**src/rtl/qif_pkg.sv**
```systemverilog
// Shared types, defaults and helpers for the QIF neuron array.
// sat_signed clamps a wide signed value into the range of a w-bit signed word.
package qif_pkg;

    typedef enum logic [1:0] {
        IDLE   = 2'd0,
        UPDATE = 2'd1,
        DONE   = 2'd2
    } qif_state_t;

    localparam int V_PEAK_DEF  = 50;
    localparam int V_RESET_DEF = -20;

    function automatic longint sat_signed(input longint x, input int w);
        longint hi;
        longint lo;
        hi = (longint'(1) <<< (w - 1)) - 1;
        lo = -(longint'(1) <<< (w - 1));
        if (x > hi) return hi;
        if (x < lo) return lo;
        return x;
    endfunction

endpackage

```
**src/rtl/qif_neuron_array_if.sv**
```systemverilog
// Step handshake, drive bus, spike results and membrane readout of the QIF array.
// A step transfers on a rising edge where step_valid and step_ready are both high;
// step_valid while step_ready is low is dropped, and b_in is only sampled on that transfer edge.
interface qif_neuron_array_if #(
    parameter int W    = 8,
    parameter int N_CH = 4
);
    import qif_pkg::*;

    localparam int SEL_W = (N_CH > 1) ? $clog2(N_CH) : 1;

    logic                    step_valid;
    logic                    step_ready;
    logic [N_CH*W-1:0]       b_in;
    logic [N_CH-1:0]         spike_vec;
    logic                    step_done;
    logic [SEL_W-1:0]        v_sel;
    logic signed [W-1:0]     v_out;
    qif_state_t              state;

    modport master (
        output step_valid, b_in, v_sel,
        input  step_ready, spike_vec, step_done, v_out, state
    );

    modport slave (
        input  step_valid, b_in, v_sel,
        output step_ready, spike_vec, step_done, v_out, state
    );

endinterface

```
**src/rtl/qif_update_core.sv**
```systemverilog
// Combinational single-channel QIF update: spike check, refractory hold, or
// saturating integration of V + B/2^B_SHIFT + V^2/2^SQ_SHIFT.
module qif_update_core
    import qif_pkg::*;
#(
    parameter int W        = 8,
    parameter int B_SHIFT  = 2,
    parameter int SQ_SHIFT = 4,
    parameter int V_PEAK   = V_PEAK_DEF,
    parameter int V_RESET  = V_RESET_DEF,
    parameter int REFRAC   = 2,
    parameter int RW       = (REFRAC > 0) ? $clog2(REFRAC + 1) : 1
) (
    input  logic signed [W-1:0] v,
    input  logic signed [W-1:0] b,
    input  logic [RW-1:0]       refrac,
    output logic signed [W-1:0] v_next,
    output logic [RW-1:0]       refrac_next,
    output logic                spike
);
    localparam int XW = 2 * W + 2;
    localparam logic signed [W-1:0] PEAK_W  = W'(V_PEAK);
    localparam logic signed [W-1:0] RESET_W = W'(V_RESET);
    localparam logic [RW-1:0]       REFRAC_R = RW'(REFRAC);

    logic signed [XW-1:0] v_x;
    logic signed [XW-1:0] b_x;
    logic signed [XW-1:0] sq;
    logic signed [XW-1:0] sum;

    // Widened so V*V and the three-term sum can never wrap before saturation.
    assign v_x = {{(XW - W){v[W-1]}}, v};
    assign b_x = {{(XW - W){b[W-1]}}, b};
    assign sq  = v_x * v_x;
    assign sum = v_x + (b_x >>> B_SHIFT) + (sq >>> SQ_SHIFT);

    always_comb begin
        spike       = 1'b0;
        v_next      = v;
        refrac_next = refrac;
        if (v >= PEAK_W) begin
            spike       = 1'b1;
            v_next      = RESET_W;
            refrac_next = REFRAC_R;
        end else if (refrac != '0) begin
            refrac_next = refrac - RW'(1);
            v_next      = RESET_W;
        end else begin
            v_next = W'(sat_signed(64'(sum), W));
        end
    end

endmodule

```
**src/rtl/qif_neuron_array.sv**
```systemverilog
// Time-multiplexed array of N_CH QIF neurons sharing one update core; each
// accepted step sweeps the channels one per cycle and then publishes spike_vec.
module qif_neuron_array
    import qif_pkg::*;
#(
    parameter int W        = 8,
    parameter int N_CH     = 4,
    parameter int B_SHIFT  = 2,
    parameter int SQ_SHIFT = 4,
    parameter int V_PEAK   = V_PEAK_DEF,
    parameter int V_RESET  = V_RESET_DEF,
    parameter int REFRAC   = 2
) (
    input  logic               clk,
    input  logic               rst_n,
    qif_neuron_array_if.slave  bus
);
    localparam int SEL_W = (N_CH > 1) ? $clog2(N_CH) : 1;
    localparam int RW    = (REFRAC > 0) ? $clog2(REFRAC + 1) : 1;
    localparam logic signed [W-1:0] RESET_W = W'(V_RESET);
    localparam logic [SEL_W-1:0]    LAST_CH = SEL_W'(N_CH - 1);

    qif_state_t          state;
    logic signed [W-1:0] v_mem      [N_CH];
    logic [RW-1:0]       refrac_mem [N_CH];
    logic [SEL_W-1:0]    ch;
    logic [N_CH*W-1:0]   b_hold;
    logic [N_CH-1:0]     acc;
    logic [N_CH-1:0]     acc_next;
    logic [N_CH-1:0]     spike_vec;
    logic                step_done;
    logic                step_ready;
    logic signed [W-1:0] v_out;

    logic signed [W-1:0] core_v_next;
    logic [RW-1:0]       core_r_next;
    logic                core_spike;

    qif_update_core #(
        .W        (W),
        .B_SHIFT  (B_SHIFT),
        .SQ_SHIFT (SQ_SHIFT),
        .V_PEAK   (V_PEAK),
        .V_RESET  (V_RESET),
        .REFRAC   (REFRAC),
        .RW       (RW)
    ) u_core (
        .v           (v_mem[ch]),
        .b           (b_hold[ch*W +: W]),
        .refrac      (refrac_mem[ch]),
        .v_next      (core_v_next),
        .refrac_next (core_r_next),
        .spike       (core_spike)
    );

    // Folds the current channel's spike in so the last channel lands in spike_vec directly.
    always_comb begin
        acc_next     = acc;
        acc_next[ch] = core_spike;
    end

    always_ff @(posedge clk or negedge rst_n) begin
        if (!rst_n) begin
            for (int i = 0; i < N_CH; i++) begin
                v_mem[i]      <= RESET_W;
                refrac_mem[i] <= '0;
            end
            state      <= IDLE;
            ch         <= '0;
            b_hold     <= '0;
            acc        <= '0;
            spike_vec  <= '0;
            step_done  <= 1'b0;
            step_ready <= 1'b1;
            v_out      <= RESET_W;
        end else begin
            step_done <= 1'b0;
            v_out     <= (int'(bus.v_sel) < N_CH) ? v_mem[bus.v_sel] : '0;
            case (state)
                IDLE: begin
                    if (bus.step_valid && step_ready) begin
                        b_hold     <= bus.b_in;
                        ch         <= '0;
                        acc        <= '0;
                        step_ready <= 1'b0;
                        state      <= UPDATE;
                    end
                end
                UPDATE: begin
                    v_mem[ch]      <= core_v_next;
                    refrac_mem[ch] <= core_r_next;
                    acc            <= acc_next;
                    if (ch == LAST_CH) begin
                        spike_vec <= acc_next;
                        step_done <= 1'b1;
                        state     <= DONE;
                    end else begin
                        ch <= ch + SEL_W'(1);
                    end
                end
                DONE: begin
                    step_ready <= 1'b1;
                    state      <= IDLE;
                end
                default: begin
                    step_ready <= 1'b1;
                    state      <= IDLE;
                end
            endcase
        end
    end

    assign bus.step_ready = step_ready;
    assign bus.spike_vec  = spike_vec;
    assign bus.step_done  = step_done;
    assign bus.v_out      = v_out;
    assign bus.state      = state;

endmodule

```
**src/flat_wrapper.sv**
```systemverilog
// flat-port wrapper written by rule: the top's interface ports become plain ports
module qif_neuron_array_flat import qif_pkg::*;
#(
    parameter int W        = 8,
    parameter int N_CH     = 4,
    parameter int B_SHIFT  = 2,
    parameter int SQ_SHIFT = 4,
    parameter int V_PEAK   = V_PEAK_DEF,
    parameter int V_RESET  = V_RESET_DEF,
    parameter int REFRAC   = 2
)
  (clk, rst_n, bus_step_valid, bus_b_in, bus_v_sel, bus_step_ready, bus_spike_vec, bus_step_done, bus_v_out, bus_state);
  qif_neuron_array_if #(.W(W), .N_CH(N_CH)) bus_i ();
  input  logic clk;
  input  logic rst_n;
  input wire logic [$bits(bus_i.step_valid)-1:0] bus_step_valid;
  input wire logic [$bits(bus_i.b_in)-1:0] bus_b_in;
  input wire logic [$bits(bus_i.v_sel)-1:0] bus_v_sel;
  output wire logic [$bits(bus_i.step_ready)-1:0] bus_step_ready;
  output wire logic [$bits(bus_i.spike_vec)-1:0] bus_spike_vec;
  output wire logic [$bits(bus_i.step_done)-1:0] bus_step_done;
  output wire logic [$bits(bus_i.v_out)-1:0] bus_v_out;
  output wire logic [$bits(bus_i.state)-1:0] bus_state;
  assign bus_i.step_valid = bus_step_valid;
  assign bus_i.b_in = bus_b_in;
  assign bus_i.v_sel = bus_v_sel;
  assign bus_step_ready = bus_i.step_ready;
  assign bus_spike_vec = bus_i.spike_vec;
  assign bus_step_done = bus_i.step_done;
  assign bus_v_out = bus_i.v_out;
  assign bus_state = bus_i.state;
  qif_neuron_array #(.W(W), .N_CH(N_CH), .B_SHIFT(B_SHIFT), .SQ_SHIFT(SQ_SHIFT), .V_PEAK(V_PEAK), .V_RESET(V_RESET), .REFRAC(REFRAC)) u_core (.clk(clk), .rst_n(rst_n), .bus(bus_i));
endmodule
```
**config.mk**
```make
export PLATFORM = sky130hd
export DESIGN_NAME = qif_neuron_array_flat
export DESIGN_NICKNAME = d
export VERILOG_FILES = /design/src/rtl/qif_pkg.sv /design/src/rtl/qif_neuron_array_if.sv /design/src/rtl/qif_update_core.sv /design/src/rtl/qif_neuron_array.sv /design/src/flat_wrapper.sv
export SDC_FILE = /design/constraint.sdc
export NUM_CORES = 1
export LEC_CHECK = 0
export CORE_MARGIN = 1
export CORE_UTILIZATION = 54
export CTS_CLUSTER_DIAMETER = 80
export CTS_CLUSTER_SIZE = 30
export DETAILED_ROUTE_END_ITERATION = 10
export PLACE_DENSITY = 0.84
export SLEW_MARGIN = 20
export SYNTH_ARGS = -nofsm -noshare
export SYNTH_HDL_FRONTEND = slang
export SYNTH_SLANG_ARGS = --single-unit
```
**constraint.sdc**
```tcl
create_clock -name clk -period 7.3 [get_ports clk]
set_input_delay 0.73 -clock clk [delete_from_list [all_inputs] [get_ports clk]]
set_output_delay 0.73 -clock clk [all_outputs]
set_load 0.005 [all_outputs]
```
==> results of run 1 <==
[how the worst max path moves through the flow]
stage / slack [ns] / end / start
6_report: -0.50 / u_core.v_mem[17]$_DFFE_PN0P_ / u_core.ch[0]$_DFFE_PN0P_
5_1_grt: -0.72 / u_core.v_mem[17]$_DFFE_PN0P_ / u_core.ch[0]$_DFFE_PN0P_
4_1_cts: -0.03 / u_core.v_mem[1]$_DFFE_PN0P_ / u_core.ch[0]$_DFFE_PN0P_
3_5_place_dp: -0.31 / u_core.v_mem[12]$_DFFE_PN0P_ / u_core.ch[0]$_DFFE_PN0P_
3_3_place_gp: -0.09 / u_core.v_mem[3]$_DFFE_PN1P_ / u_core.ch[0]$_DFFE_PN0P_
2_1_floorplan: 0.02 / u_core.v_mem[17]$_DFFE_PN0P_ / u_core.ch[0]$_DFFE_PN0P_
[what timing repair did]
action                     in CTS  in global routing
setup endpoints to repair      28                 32
resized for setup              41                 64
setup buffers                  15                 21
pin swaps                      27                 60
[per-layer routing]
| metal | track usage, % | vias to the layer above | wire length [um] |
|---|---|---|---|
| met3 | 5.95 | 126 | 1580 |
| li1 | - | 2294 | - |
| met4 | 16.1 | 0 | 1470 |
| met1 | 33.3 | 2794 | 7220 |
| met2 | 47.5 | 411 | 9950 |
| met5 | 0 | - | 0 |
[through the flow]
stage | utilization (%) | area, um^2 | power, W | hold WS (ns)
final | 72.0 | 8650 | 0.000983 | 0.412
after global routing | 72.0 | 8650 | 0.00100 | 0.482
after CTS | 68.6 | 8240 | 0.000982 | 0.473
after detailed placement | 63.5 | 7630 | 0.000508 | 0.464
after global placement | 63.5 | 7630 | 0.000508 | 0.456
after floorplan | - | 6730 | 0.000484 | 0.434
[cells by family (layout without fill, tap and decap cells)]
| group | Yosys count | count (layout) | share of synthesized area (%) |
|---|---|---|---|
| xor gates and xnor gates | 31 | 31 | 4.07 |
| muxes | 55 | 55 | 13.2 |
| and+or+nand+nor | 119 | 119 | 7.87 |
| DFF | 85 | 85 | 32.3 |
| AOI/OAI and AO/OA | 111 | 111 | 10.6 |
| adders and majority gates | 100 | 100 | 24.9 |
| buffers and inverters | 121 | 241 | 7.01 |
[sequential cells by signal, indices dropped and copies added (netlist names)]
name and count:
u_core.b_hold 24, u_core.bus.state 2, u_core.acc 3, u_core.v_mem 32, u_core.ch 2, u_core.refrac_mem 8
u_core.bus.step_done 1, u_core.bus.spike_vec 4, u_core.bus.step_ready 1, u_core.bus.v_out 8
[layout make-up]
cell class / count / share of cell area [%]
timing repair buffer: 128 / 13.0
sequential: 85 / 25.0
inverter: 97 / 4.30
tap: 147 / 2.13
clock inverter: 7 / 0.998
multi-input combinational: 416 / 52.0
clock buffer: 9 / 2.60
[power breakdown]
group / internal [W] / switching (W) / leakage (nW) / total (W)
Sequential: 0.000471 / 0 / 1.09 / 0.000471
Clock: 0.000274 / 0.000209 / 0.151 / 0.000483
Combinational: 0.0000149 / 0.0000137 / 2.86 / 0.0000286
Total: 0.000760 / 0.000223 / 4.10 / 0.000983
[cell usage after synthesis, types with 3 or more instances]
master,count,share of area [%]
a211oi_2,3,0.56
a21o_1,5,0.56
a21oi_1,21,1.6
a22o_1,3,0.39
and2_1,4,0.37
buf_1,3,0.17
clkbuf_1,17,0.96
dfrtp_1,59,22
dfstp_2,26,10
fa_1,55,16
ha_1,45,8.4
inv_1,96,5.4
mux2_2,26,4.4
mux2i_1,5,0.75
mux4_2,24,8.1
nand2_1,72,4.0
nand2b_1,5,0.47
nand3_1,3,0.22
nor2_1,22,1.2
nor3_1,3,0.22
o211ai_1,7,0.79
o21a_1,3,0.34
o21ai_0,40,3.0
o21ai_1,8,0.60
o21bai_1,3,0.34
o31ai_1,5,0.56
xnor2_1,22,2.9
xor2_1,9,1.2
==> metrics.txt, run 1 <==
Post-synth EDFFs 0; gr usage total 28.1%; antenna cell count 0; number of port buffers 44; Fill cells 682; fin cells slightly below 900; fin crit share 107%; Inst Count DP between 800 and 900; RR Startpoint u_core.ch[0]$_DFFE_PN0P_; post-synthesis area per instance around 11 um^2; GP Congestion 0.834; total number of vias 5,625; drt pass-1 iters 5; register area share after synthesis 32.3%; most common cell after layout, fill and taps aside inv_1; Die Wd 113 um; measured slew at the worst slew-check pin 1.03 ns; Post-Syn Nets between 700 and 800; Routed wire per std cell roughly 23 um; PwrDens 114 nW/um^2; io pins 53; post-place setup slack -0.307 ns; Final Hold Viols 0; first-pass GRT wire length 27,900 um; final worst setup slack -0.501 ns; Overflow after GRT 0; status finished, violations left; register area approximately 2200 um^2; hold_buf cts 0; Worst Setup End Kind flop; max_cap viols 0; RSZ-0062 raised after global routing yes; Clock transition at path regs 0.07 ns; slowest stage delay, CP 0.61 ns; placed wire-length estimate 11,100 um; Nets 874; CP max FO 6; count of different cell masters after synthesis 49; slowest library cell on the worst path mux4_2; clk buf depth 2; critical path required time 7.55 ns; failing checks negative setup slack; async set-reset flop share out of synthesis between 90% and 100%; Setup Skew 0.0107 ns; CP Depth 30; Crit path top cell by count fa_1; clk sinks 85; type of the worst setup path flop to flop; root buffer cell clkbuf_16; Leak 4.10 nW; Critical Path Source Type flop; worst reg2reg endpoint u_core.v_mem[17]$_DFFE_PN0P_; Remaining DRCs 0; Reg2Reg Setup Slack -0.50 ns; Ys Warns 0; fin crit period roughly 8 ns; most frequent cells in the layout inv_1, buf_4, nand2_1; gate count after technology mapping 622; vias in the first global route 5,674; CP arrival 8.05 ns; synthesized flop and latch total 85; Post-DRT Antenna Nets 0; worst r2r path cells 30; worst-skew pair later-pin latency 0.35 ns; Total Neg Setup Slack -10.71 ns; Primary FF master, synth dfrtp_1; relative slew slack 31.3%; CTS buffer count 9; largest net degree at the start of global routing 86; Hold Path Class input pin to asynchronous set/reset pin; Post-Syn Area between 6000 and 7000 um^2; layout cells sized above 1 34.8%; Max IR drop VDD about 0.20 mV; Area Overhead vs Synth 29.6%; final setup fails 29; TritonCTS clock tree done; Initial Util 55.6%; initial antenna violation count 0; Bufs and invs on worst path 8; initial drt markers 547; critical path's top delay family adder cells; area occupied by multi-input gates roughly 4500 um^2; Max Clk Rate 0.128 GHz; Core Footprint 12,000 um^2; Die Footprint 12,800 um^2; WL final 20,200 um; max-slew violations 0; CTS HTree Levels 3; vias per cell 6.33; Core Rows 40; die height approximately 110 um
No activity file was read; power rests on OpenSTA's default activity.
==> run 2, diff against run 1 <==
- CELL_PAD_IN_SITES_DETAIL_PLACEMENT: unset -> 1
- CELL_PAD_IN_SITES_GLOBAL_PLACEMENT: unset -> 2
- CORE_UTILIZATION: 54 -> 36
==> run 2 against run 1 <==
Against the previous run:
- the run ends with design-rule violations, negative setup slack left
- combinational power increased by 1%
- sequential power about the same
- hold slack improved by 0.021 ns
- clock power increased by 5.6%
- clock skew increased by 0.0061 ns
- via count decreased by 10%
- register-to-register slack improved by 0.40 ns
- fmax increased by 5.4%
- cell count increased by 11%
==> metrics.txt, run 2 (synthesis gave the netlist of run 1 again) <==
status finished, violations left; failing checks design-rule violations, negative setup slack; Largest register FFs 32 (unchanged); placed wire-length estimate 13,000 um (+17%); relative slew slack 27.6% (-3.7 points); largest net degree at the start of global routing 86 (unchanged); type of the worst setup path flop to flop; fin crit share 101% (-5.5 points); Power Total 0.00101 W (+2.8%); Worst Setup End Kind flop; Initial Util 36.9% (-19 points); Nets 893 (+2.2%); critical path required time 7.55 ns (about the same); CTS HTree Levels 3 (unchanged); Routed wire per std cell 18.5 um (-19%); final worst setup slack -0.101 ns (+0.401 ns); fin crit period 7.40 ns (-0.401 ns); PwrDens 112 nW/um^2 (-1.2%); gr usage total 19.8% (-8.2 points); clk buf depth 2 (unchanged); layout cells sized above 1 37.8% (+3.1 points); Die Wd 138 um (+22%); io pins 53 (unchanged); CP max FO 7 (+1); final setup fails 28 (-3.4%); slowest library cell on the worst path mux4_2; vias per cell 5.10 (-19%); Die Footprint 19,100 um^2 (+49%); post-place setup slack -0.405 ns (-0.0980 ns); max_cap viols 0 (unchanged); measured slew at the worst slew-check pin 1.08 ns (+0.0555 ns); CTS buffer count 9 (unchanged); first-pass GRT wire length 29,800 um (+7.1%); most common cell after layout, fill and taps aside buf_4; Core Footprint 18,100 um^2 (+51%); Overflow after GRT 0 (unchanged); largest reg by FF count u_core.v_mem; drt pass-1 iters 7 (+2); Setup Skew 0.0169 ns (+0.00612 ns); Max Clk Rate 0.135 GHz (+5.4%); Crit path top cell by count fa_1; slowest stage delay, CP 0.66 ns (+0.05 ns); worst-skew pair later-pin latency 0.35 ns (about the same); Hold Slack 0.433 ns (+0.0209 ns); antenna cell count 0 (unchanged); CP Launch Point u_core.ch[0]$_DFFE_PN0P_; GRT met1 Usage 24.1% (-9.3 points); Final Hold Viols 0 (unchanged); Critical Path Source Type flop; initial drt markers 161 (-71%); Post-DRT Antenna Nets 0 (unchanged); largest registers u_core.v_mem x32, u_core.b_hold x24; max-slew violations 0 (unchanged); vias in the first global route 5,846 (+3.0%); CP arrival 7.65 ns (-0.40 ns); GP Congestion 0.808 (-3.1%); Leak 4.22 nW (+3.0%); Max IR drop VDD 0.117 mV (-40%); root buffer cell clkbuf_16; Hold Path Class input pin to asynchronous set/reset pin; met2 Track Usage GR 37.1% (-10 points); die height 138 um (+22%); WL final 18,400 um (-9.2%); most frequent cells in the layout buf_4, inv_1, nand2_1; clk sinks 85 (unchanged); Fill cells 1,899 (+180%); Remaining DRCs 2 (+2); hold_buf cts 0 (unchanged); met3 Track Usage GR 2.94% (-3.0 points); number of port buffers 44 (unchanged); total number of vias 5,053 (-10%); Area Overhead vs Synth 34.8%; Most Used Layer, Global Route met2; TritonCTS clock tree done; RSZ-0062 raised after global routing yes; Core Rows 49 (+23%); initial antenna violation count 0 (unchanged); RR Startpoint u_core.ch[0]$_DFFE_PN0P_; Clock transition at path regs 0.07 ns (about the same)
## run 2: worst paths after layout
path	slack, ns	end	depth (start not counted)
worst max-delay path	-0.10	u_core.v_mem[1]$_DFFE_PN0P_	27
worst min-delay path	0.43	u_core.bus.step_done$_DFF_PN0_	1
worst max register to register	-0.10	u_core.v_mem[1]$_DFFE_PN0P_	27
worst min register to register	0.48	u_core.v_mem[11]$_DFFE_PN1P_	2
max in group asynchronous	6.29	u_core.ch[0]$_DFFE_PN0P_	1
min in group clk	0.48	u_core.v_mem[11]$_DFFE_PN1P_	2
## run 2: what timing repair did
| item | 4_1_cts | 5_1_grt |
|---|---|---|
| pin swaps | 47 | 50 |
| gates resized for setup | 56 | 54 |
| cloned | 1 | 0 |
| buffers inserted | 15 | 12 |
| setup endpoints to repair | 32 | 32 |
## run 2: metrics by stage
stage	cells	area (um^2)	utilization, %	TNS [ns]
floorplan	622	6730	-	0
global placement	953	7990	44.2	-2.03
detailed placement	953	7990	44.2	-9.34
CTS	982	8720	48.2	0
global route	990	9000	49.8	-8.09
finish	990	9000	49.8	-1.44
## run 2: where the power goes
group | internal (W) | leakage [nW] | switching (W)
clock | 0.000311 | 0.164 | 0.000199
sequential | 0.000472 | 1.09 | 0
combinational | 0.0000149 | 2.97 | 0.0000141
## run 2: area by class of cell
cell class              count  area [um^2]  area share [%]
clock inverters             4         56.3           0.625
repair buffers            147         1290            14.4
flip-flops and latches     85         2160            24.0
well taps                 229          287            3.18
multi-input cells         416         4550            50.5
inverters                  97          377            4.18
clock buffers              12          279            3.10
## run 2: layer usage
layer	up-vias	share of wire (%)
met5	-	0
met4	0	1.7
met3	23	2.5
met2	74	54
met1	2623	42
li1	2333	-
## run 2: worst max-delay path, delay by kind of cell (launching register included)
family / cells / cell delay, ns
fa+ha+maj: 7 / 2.72
compound gates: 8 / 1.84
buf+inv: 5 / 0.82
mux: 1 / 0.66
xor+xnor: 3 / 0.48
flops: 1 / 0.41
simple gates: 3 / 0.38
